### src/rtl/fixed_pri_dispatcher_pkg.sv
// Package fixed_pri_pkg: shared helpers for the fixed-priority dispatcher.
//   clog2p1    : number of bits needed to hold a count of 0..n
//   onehot_lsb : isolate the lowest set bit of a vector (up to 32 bits)
//   onehot2idx : binary index of a one-hot vector (up to 32 bits)
package fixed_pri_pkg;

   localparam int MAX_WORKERS = 32;

   function automatic int clog2p1(input int n);
      return $clog2(n + 1);
   endfunction

   // Two's-complement trick: vec & -vec keeps only the least significant 1.
   function automatic logic [MAX_WORKERS-1:0] onehot_lsb(input logic [MAX_WORKERS-1:0] vec);
      return vec & (~vec + 32'd1);
   endfunction

   function automatic logic [4:0] onehot2idx(input logic [MAX_WORKERS-1:0] oh);
      logic [4:0] idx;
      idx = '0;
      for (int i = 0; i < MAX_WORKERS; i++) begin
         if (oh[i]) idx = idx | 5'(i);
      end
      return idx;
   endfunction

endpackage

### src/rtl/fixed_pri_dispatcher_free_pick.sv
// fp_free_pick: combinational picker choosing the lowest-indexed free slot.
// Ports:
//   free_i       : per-slot free flags (~busy)
//   sel_onehot_o : one-hot of the lowest free slot (0 when none free)
//   sel_idx_o    : binary index of that slot
//   any_free_o   : at least one slot is free
module fp_free_pick
   import fixed_pri_pkg::*;
#(
   parameter int WORKERS = 4,
   parameter int IDX_W   = $clog2(WORKERS)
) (
   input  logic [WORKERS-1:0] free_i,
   output logic [WORKERS-1:0] sel_onehot_o,
   output logic [IDX_W-1:0]   sel_idx_o,
   output logic               any_free_o
);

   logic [MAX_WORKERS-1:0] oh_full;
   logic [4:0]             idx_full;
   logic                   unused_hi;

   // Work at the package's fixed 32-bit width, then narrow to WORKERS.
   assign oh_full      = onehot_lsb(MAX_WORKERS'(free_i));
   assign idx_full     = onehot2idx(oh_full);
   assign sel_onehot_o = oh_full[WORKERS-1:0];
   assign sel_idx_o    = idx_full[IDX_W-1:0];
   assign any_free_o   = |free_i;

   // Upper bits are always zero for WORKERS < 32.
   assign unused_hi    = ^{oh_full, idx_full};

endmodule

### src/rtl/fixed_pri_dispatcher.sv
// fixed_pri_dispatcher: accepts jobs from one valid/ready source and launches
// each on the lowest-indexed idle worker (index 0 = highest priority).
// Handshake: a job is accepted on a rising edge where in_valid_i & in_ready_o;
// in_ready_o depends only on en_i and registered busy state, never on
// in_valid_i or done_i; the producer holds data stable while not ready.
// Ports:
//   clk, rst_n    : clock, asynchronous active-low reset
//   en_i          : dispatch enable (busy slots still complete when low)
//   in_valid_i/in_data_i/in_ready_o : job input handshake
//   disp_valid_o  : one-hot, one-cycle launch pulse per worker
//   disp_data_o   : payload of the launched job (holds when idle)
//   disp_idx_o    : index of the launched worker (holds when idle)
//   done_i        : per-worker completion pulses
//   busy_o        : registered busy vector
//   busy_cnt_o    : popcount of busy_o
//   err_o         : sticky flag, set by done on an idle worker
module fixed_pri_dispatcher
   import fixed_pri_pkg::*;
#(
   parameter  int WORKERS = 4,
   parameter  int DATA_W  = 8,
   localparam int IDX_W   = $clog2(WORKERS),
   localparam int CNT_W   = clog2p1(WORKERS)
) (
   input  logic               clk,
   input  logic               rst_n,
   input  logic               en_i,
   input  logic               in_valid_i,
   input  logic [DATA_W-1:0]  in_data_i,
   output logic               in_ready_o,
   output logic [WORKERS-1:0] disp_valid_o,
   output logic [DATA_W-1:0]  disp_data_o,
   output logic [IDX_W-1:0]   disp_idx_o,
   input  logic [WORKERS-1:0] done_i,
   output logic [WORKERS-1:0] busy_o,
   output logic [CNT_W-1:0]   busy_cnt_o,
   output logic               err_o
);

   logic [WORKERS-1:0] busy_q, busy_d;
   logic [WORKERS-1:0] disp_valid_q, disp_valid_d;
   logic [DATA_W-1:0]  disp_data_q, disp_data_d;
   logic [IDX_W-1:0]   disp_idx_q, disp_idx_d;
   logic [CNT_W-1:0]   cnt_q, cnt_d;
   logic               err_q, err_d;

   logic [WORKERS-1:0] sel_oh;
   logic [IDX_W-1:0]   sel_idx;
   logic               any_free;
   logic               accept;

   fp_free_pick #(
      .WORKERS (WORKERS),
      .IDX_W   (IDX_W)
   ) u_pick (
      .free_i       (~busy_q),
      .sel_onehot_o (sel_oh),
      .sel_idx_o    (sel_idx),
      .any_free_o   (any_free)
   );

   assign in_ready_o = en_i & any_free;
   assign accept     = in_valid_i & in_ready_o;

   always_comb begin
      // The picked slot is idle, so a done on it cannot occur; clearing
      // and setting never collide on the same bit.
      busy_d       = (busy_q & ~done_i) | (accept ? sel_oh : '0);
      disp_valid_d = accept ? sel_oh : '0;
      disp_data_d  = accept ? in_data_i : disp_data_q;
      disp_idx_d   = accept ? sel_idx : disp_idx_q;
      err_d        = err_q | (|(done_i & ~busy_q));
      cnt_d        = '0;
      for (int i = 0; i < WORKERS; i++) begin
         cnt_d = cnt_d + CNT_W'(busy_d[i]);
      end
   end

   always_ff @(posedge clk or negedge rst_n) begin
      if (!rst_n) begin
         busy_q       <= '0;
         disp_valid_q <= '0;
         disp_data_q  <= '0;
         disp_idx_q   <= '0;
         cnt_q        <= '0;
         err_q        <= 1'b0;
      end else begin
         busy_q       <= busy_d;
         disp_valid_q <= disp_valid_d;
         disp_data_q  <= disp_data_d;
         disp_idx_q   <= disp_idx_d;
         cnt_q        <= cnt_d;
         err_q        <= err_d;
      end
   end

   assign busy_o       = busy_q;
   assign disp_valid_o = disp_valid_q;
   assign disp_data_o  = disp_data_q;
   assign disp_idx_o   = disp_idx_q;
   assign busy_cnt_o   = cnt_q;
   assign err_o        = err_q;

endmodule

### config.mk
export PLATFORM = sky130hd
export DESIGN_NAME = fixed_pri_dispatcher
export DESIGN_NICKNAME = d
export VERILOG_FILES = /design/src/rtl/fixed_pri_dispatcher_pkg.sv /design/src/rtl/fixed_pri_dispatcher_free_pick.sv /design/src/rtl/fixed_pri_dispatcher.sv
export SDC_FILE = /design/constraint.sdc
export NUM_CORES = 1
export LEC_CHECK = 0
export ABC_AREA = 1
export ABC_CLOCK_PERIOD_IN_PS = 4300
export CAP_MARGIN = 20
export CORE_ASPECT_RATIO = 0.7
export CORE_MARGIN = 3
export CORE_UTILIZATION = 40
export CTS_BUF_LIST = sky130_fd_sc_hd__clkbuf_8
export DETAILED_ROUTE_END_ITERATION = 8
export HOLD_SLACK_MARGIN = 0.06
export MAX_ROUTING_LAYER = met4
export PLACE_DENSITY = 0.78
export SLEW_MARGIN = 20
export SYNTH_ARGS = -nofsm -noshare
export SYNTH_HDL_FRONTEND = slang
export SYNTH_SLANG_ARGS = --single-unit
### constraint.sdc
create_clock -name clk -period 4.3 [get_ports clk]
set_input_delay 0.43 -clock clk [delete_from_list [all_inputs] [get_ports clk]]
set_output_delay 0.43 -clock clk [all_outputs]
set_load 0.01 [all_outputs]
==> flow_summary.yaml, run 1 <==
status:
  status: "finished, final reports clean"
global_routing:
  grt_pass1_vias: 708
  grt_antenna_before_repair: 0
  track_usage_pct: 15.67
  grt_pass1_wl_mm: 3.215
  grt_overflow: 0
  grt_start_max_net_pins: 23
final_layout:
  drive_above_1_share_pct: 8.271
  fillers: 144
  nets: 153
  final_cell_mix: "nand2_1, clkdlybuf4s50_1, dfrtp_1"
  fin_area_sq_um: 1375
  final_common_cell: "nand2_1"
  synthToLayoutAreaGrowth_pct: 55.23
  diodes: 0
clock_tree:
  clk_pin_slew_ps: 80
  hold_buffers: 0
  clk_latency_ps: 260
  post_cts_buffers: 0
  clock_path_buffers: 2
  cts_tree: "yes"
  cts_buffers: 3
  cts_htree_levels: 1
  cts.sinks: 22
  post_cts_resized: 0
  root_buffer: "clkbuf_8"
detailed_routing:
  viasPerCell: 4.509
  drc: 0
  ant_nets: 0
  routed-via-count: 735
  drtIter0Drc: 22
  drt-total-wl_mm: 1.911
  first_pass_iters: 6
  routedWlPerCell_microns: 11.72
place:
  dpl_cell_area_sq_um: 1304
  numPortBuffers: 38
  gp_congestion: 0.7740
  dp.final_hpwl_mm: 1.507
timing:
  final.period_utilization_pct: 52.41
  max_freq_ghz: 0.4437
  hold_viol: 0
  min_period_ps: 2254
  max-slew-margin-rel_pct: 37.46
  worst_slew_pin_slew_ps: 935.2
  setup_tns_ps: 0
  rsz0062_at_grt: "false"
  timing.final.max_slew_violations: 0
  finalSetupViolCount: 0
  finClkSkew_ps: 1.968
floorplanning:
  dieWidth_microns: 62.25
  die_h_microns: 45.38
  initial_core_util_pct: 45.01
  ioPinCount: 39
  dieArea_sq_um: 2824
  rows: 13
  core_area_sq_um: 1968
setup_path:
  max_stage_delay_ps: 490
  r2r_cells: 7
  cp.depth: 8
  endpoint_kind: "register"
  cp_num_buf_inv: 1
  slowest_stage: "clkdlybuf4s50_1"
  reg2reg_to: "busy_cnt_o[1]$_DFF_PN0_"
  start_kind: "input port"
  path_cells: "clkdlybuf4s50_1 > nand2_2 > nor2_4 > nand2_1 > nand2_1 > fa_1 > ha_1 > ha_1"
  required_ps: 4450
  criticalPathCategory: "in -> reg"
  path_delay_family: "adder cells"
  r2r_start: "busy_o[0]$_DFF_PN0_"
  r2r_slack_ps: 2220
  arrival_ps: 2400
  critPathMaxFanout: 10
pwr:
  finalPower_mw: 0.5155
  vdd_drop_max_mv: 0.2432
  p_leak_nw: 0.6781
  power_density_nw_per_um2: 374.9
logic_synthesis:
  yosysTopAreaCell: "dfrtp_1"
  syn_inst: 91
  synth_nets: 110
  syn_area_sq_um: 885.9
  avgSynthCellArea_sq_um: 9.735
  seq_area_frac_synth_pct: 62.15
  synth_area_leaders: "dfrtp_1, nand2_1, inv_1"
  yosysUniqueCellTypes: 15
  synth_warnings: 0
  synth_top_cell_area_share_pct: 62.15
  ys_ff_latch: 22
worst_hold_path:
  min_path_type: "reg -> reg"
  hold_end: "disp_data_o[1]$_DFFE_PN0P_"
  hp-start: "disp_data_o[1]$_DFFE_PN0P_"
  hold_path_depth: 2
job:
  max_cap_viol_count: 0
==> layer usage <==
metal | GRT usage, % | vias up | wire length (microns) | part of all wire, %
li1 | - | 360 | - | -
met1 | 19.40 | 337 | 855 | 45
met2 | 23.29 | 36 | 856 | 45
met3 | 6.173 | 2 | 174 | 9.1
met4 | 6.608 | 0 | 24 | 1.3
met5 | - | - | 0 | 0
==> synthesized netlist by cell type <==
library cell,count
or2_2,1
o21ai_0,1
nand2_1,39
nor2_1,7
ha_1,2
dfrtp_1,22
o21ai_4,1
o22ai_1,2
inv_1,8
nor2_2,1
nand2_2,3
fa_1,1
nand4_1,1
nor2_4,1
nand3_1,1
==> cells by family after synthesis <==
group	Yosys count	share of synthesized area, %
compound gates	4	3.813
fa+ha+maj	3	5.084
buf+inv	8	3.390
flops	22	62.15
simple gates	54	25.57
==> sequential cells by signal (all words and copies together), names as in the netlist <==
register and cells:
busy_cnt_o 3, busy_o 4, disp_data_o 8, disp_idx_o 2
err_o 1, disp_valid_o 4
==> power by group <==
group	internal, mW	switching [mW]	leakage, nW
clock network	0.124	0.0641	0.0357
registers	0.224	0.00927	0.284
logic	0.0527	0.0412	0.359
total	0.401	0.115	0.678
==> stage by stage <==
| stage | setup slack, ps | utilization (%) | cells | hold WS, ps |
|---|---|---|---|---|
| 5_1_grt | 1904 | 69.87 | 163 | 508.2 |
| 3_3_place_gp | 1799 | 66.24 | 159 | 460.1 |
| 6_report | 2046 | 69.87 | 163 | 487.7 |
| 4_1_cts | 2044 | 69.87 | 163 | 488.2 |
| 2_1_floorplan | 2333 | - | 91 | 134.4 |
| 3_5_place_dp | 1752 | 66.24 | 159 | 468.4 |
==> tightest hold or removal path: stages (launching register included) <==
cell and delay, ps:
dfrtp_1 350, nand2_1 50, nand2_1 50
==> how the worst max path moves through the flow <==
stage,startpoint,to
after CTS,en_i,busy_cnt_o[1]$_DFF_PN0_
after global routing,en_i,busy_cnt_o[1]$_DFF_PN0_
after detailed placement,en_i,busy_cnt_o[1]$_DFF_PN0_
after global placement,en_i,busy_cnt_o[1]$_DFF_PN0_
after floorplan,busy_o[0]$_DFF_PN0_,busy_cnt_o[1]$_DFF_PN0_
final,en_i,busy_cnt_o[1]$_DFF_PN0_
==> layout make-up <==
cell class,instances,area (sq um),area share [%]
clock buffers,3,41.29,3.003
clock inverters,1,30.03,2.184
inverters,8,30.03,2.184
multi-input cells,61,305.3,22.20
flip-flops and latches,22,550.5,40.04
well taps,30,37.54,2.730
repair buffers,38,380.4,27.66
Note: power is estimated with default switching activity, not from simulation.
==> run 2: changes to the inputs <==
- ABC_CLOCK_PERIOD_IN_PS: 4300 -> 2300
- clock period: 4.3 -> 2.3 ns (I/O delays scaled with it)
==> run 2 against run 1 <==
Net effect: clock-buffer cell count increased by 1; power up 73%; clock power rose by 43%; largest power group unchanged; design area up 0.45%; global-route usage increased by 2.6 points.
==> flow_summary.yaml, run 2 (same netlist as run 1, synthesis figures left out) <==
status:
  status: "finished, final reports clean"
timing:
  hold_slack_ps: 323.4
  worst_slew_pin_slew_ps: 295.3
  final.period_utilization_pct: 88.90
  finalSetupViolCount: 0
  finClkSkew_ps: 1.866
  max_freq_ghz: 0.4891
  min_period_ps: 2045
  timing.final.max_slew_violations: 0
  rsz0062_at_grt: "false"
  hold_viol: 0
  max-slew-margin-rel_pct: 80.24
pwr:
  finalPower_mw: 0.8912
  p_leak_nw: 0.6853
  power_density_nw_per_um2: 645.2
  vdd_drop_max_mv: 0.5173
setup_path:
  required_ps: 2440
  path_cells: "nand2_2 > inv_1 > nand2_1 > o21ai_1 > fa_1 > ha_1 > ha_1"
  slowest_stage: "fa_1"
  criticalPathCategory: "reg -> reg"
  arrival_ps: 2190
  start_kind: "register"
  endpoint_kind: "register"
  critPathMaxFanout: 4
  max_stage_delay_ps: 470
  crit_path_frequent_cell: "ha_1"
  cp_num_buf_inv: 1
  path_delay_family: "adder cells"
detailed_routing:
  viasPerCell: 4.542
  drtIter0Drc: 29
  first_pass_iters: 5
  routed-via-count: 754
  drc: 0
  drt-total-wl_mm: 2.230
  ant_nets: 0
  routedWlPerCell_microns: 13.43
final_layout:
  final_common_cell: "nand2_1"
  drive_above_1_share_pct: 10.29
  fin_area_sq_um: 1381
  diodes: 0
  synthToLayoutAreaGrowth_pct: 55.93
  multi_input_area_sq_um: 305.3
  fin_cells: 166
  final_cell_mix: "nand2_1, clkdlybuf4s50_1, dfrtp_1"
  final_util_pct: 70.18
  largest_register_ff_count: 8
  fillers: 162
  nets: 156
  register_area_sq_um: 550.5
clock_tree:
  root_buffer: "clkbuf_8"
  post_cts_buffers: 0
  clk_latency_ps: 260
  cts_htree_levels: 1
  cts_buffers: 3
  clock_path_buffers: 2
  clk_pin_slew_ps: 70
  cts_tree: "yes"
  hold_buffers: 0
  cts.sinks: 22
floorplanning:
  rows: 13
  dieArea_sq_um: 2824
  initial_core_util_pct: 45.01
  die_h_microns: 45.38
  ioPinCount: 39
  dieWidth_microns: 62.25
  core_area_sq_um: 1968
place:
  dpl_cell_area_sq_um: 1326
  dp_cells: 162
  gp_congestion: 0.8041
  numPortBuffers: 38
  dp.final_hpwl_mm: 1.770
worst_hold_path:
  min_path_type: "in -> async"
global_routing:
  grt_overflow: 0
  grt_start_max_net_pins: 23
  grt_pass1_vias: 749
  grt_antenna_before_repair: 0
  track_usage_pct: 18.24
  grt_pass1_wl_mm: 3.726
job:
  max_cap_viol_count: 0
==> run 2: path summary, 6_finish.rpt <==
kind                                         endpoint  slack, ps  cells after the start                       start
setup / recovery              busy_cnt_o[1]$_DFF_PN0_        260                      7         busy_o[0]$_DFF_PN0_
hold / removal             disp_data_o[1]$_DFFE_PN0P_        320                      2                       rst_n
setup reg to reg              busy_cnt_o[1]$_DFF_PN0_        260                      7         busy_o[0]$_DFF_PN0_
hold reg to reg            disp_data_o[3]$_DFFE_PN0P_        480                      2  disp_data_o[3]$_DFFE_PN0P_
max in group asynchronous  disp_data_o[5]$_DFFE_PN0P_       1750                      2                       rst_n
min in group clk           disp_data_o[3]$_DFFE_PN0P_        480                      2  disp_data_o[3]$_DFFE_PN0P_
==> run 2: worst register-to-register path, cell delays in order, from the launching register on <==
cell     delay (ps)
dfrtp_1         410
nand2_2         110
inv_1           100
nand2_1         100
o21ai_1         250
fa_1            470
ha_1            200
ha_1            280
==> run 2: power by group <==
part | internal (mW) | total, mW | switching, mW | leakage, nW
sequential | 0.419 | 0.438 | 0.0190 | 0.284
combinational | 0.102 | 0.184 | 0.0814 | 0.373
clock | 0.152 | 0.269 | 0.117 | 0.0288
total | 0.674 | 0.891 | 0.217 | 0.685
==> run 2: final cells by class <==
class | count | area share [%]
clock buffer | 4 | 3.986
sequential | 22 | 39.86
inverter | 8 | 2.174
multi-input combinational | 61 | 22.10
timing repair buffer | 41 | 29.17
tap | 30 | 2.717
==> run 2: metal layers <==
layer / GRT usage [%] / wire length [microns] / up-vias / share of wire [%]
li1: - / - / 367 / -
met5: - / 0 / - / 0
met3: 6.667 / 151 / 2 / 6.8
met4: 3.965 / 25 / 0 / 1.1
met2: 29.49 / 1075 / 31 / 48
met1: 22.47 / 977 / 354 / 44
==> run 2: what timing repair did <==
item	4_1_cts	5_1_grt
endpoints found under the hold margin	0	0
setup endpoints to repair	0	1
gates resized for setup	0	1
==> run 2: stage by stage <==
step                      worst slack, ps  setup TNS, ps
after floorplan                     333.5              0
after global placement              123.1              0
after detailed placement           -9.025         -9.025
after CTS                           136.9              0
after global routing                109.8              0
final                               255.3              0
==> run 3: changes to the inputs <==
- SLEW_MARGIN: 20 -> 15
==> results of run 3 <==
Same layout as run 2: the final DEF is identical, and so are final timing and power.
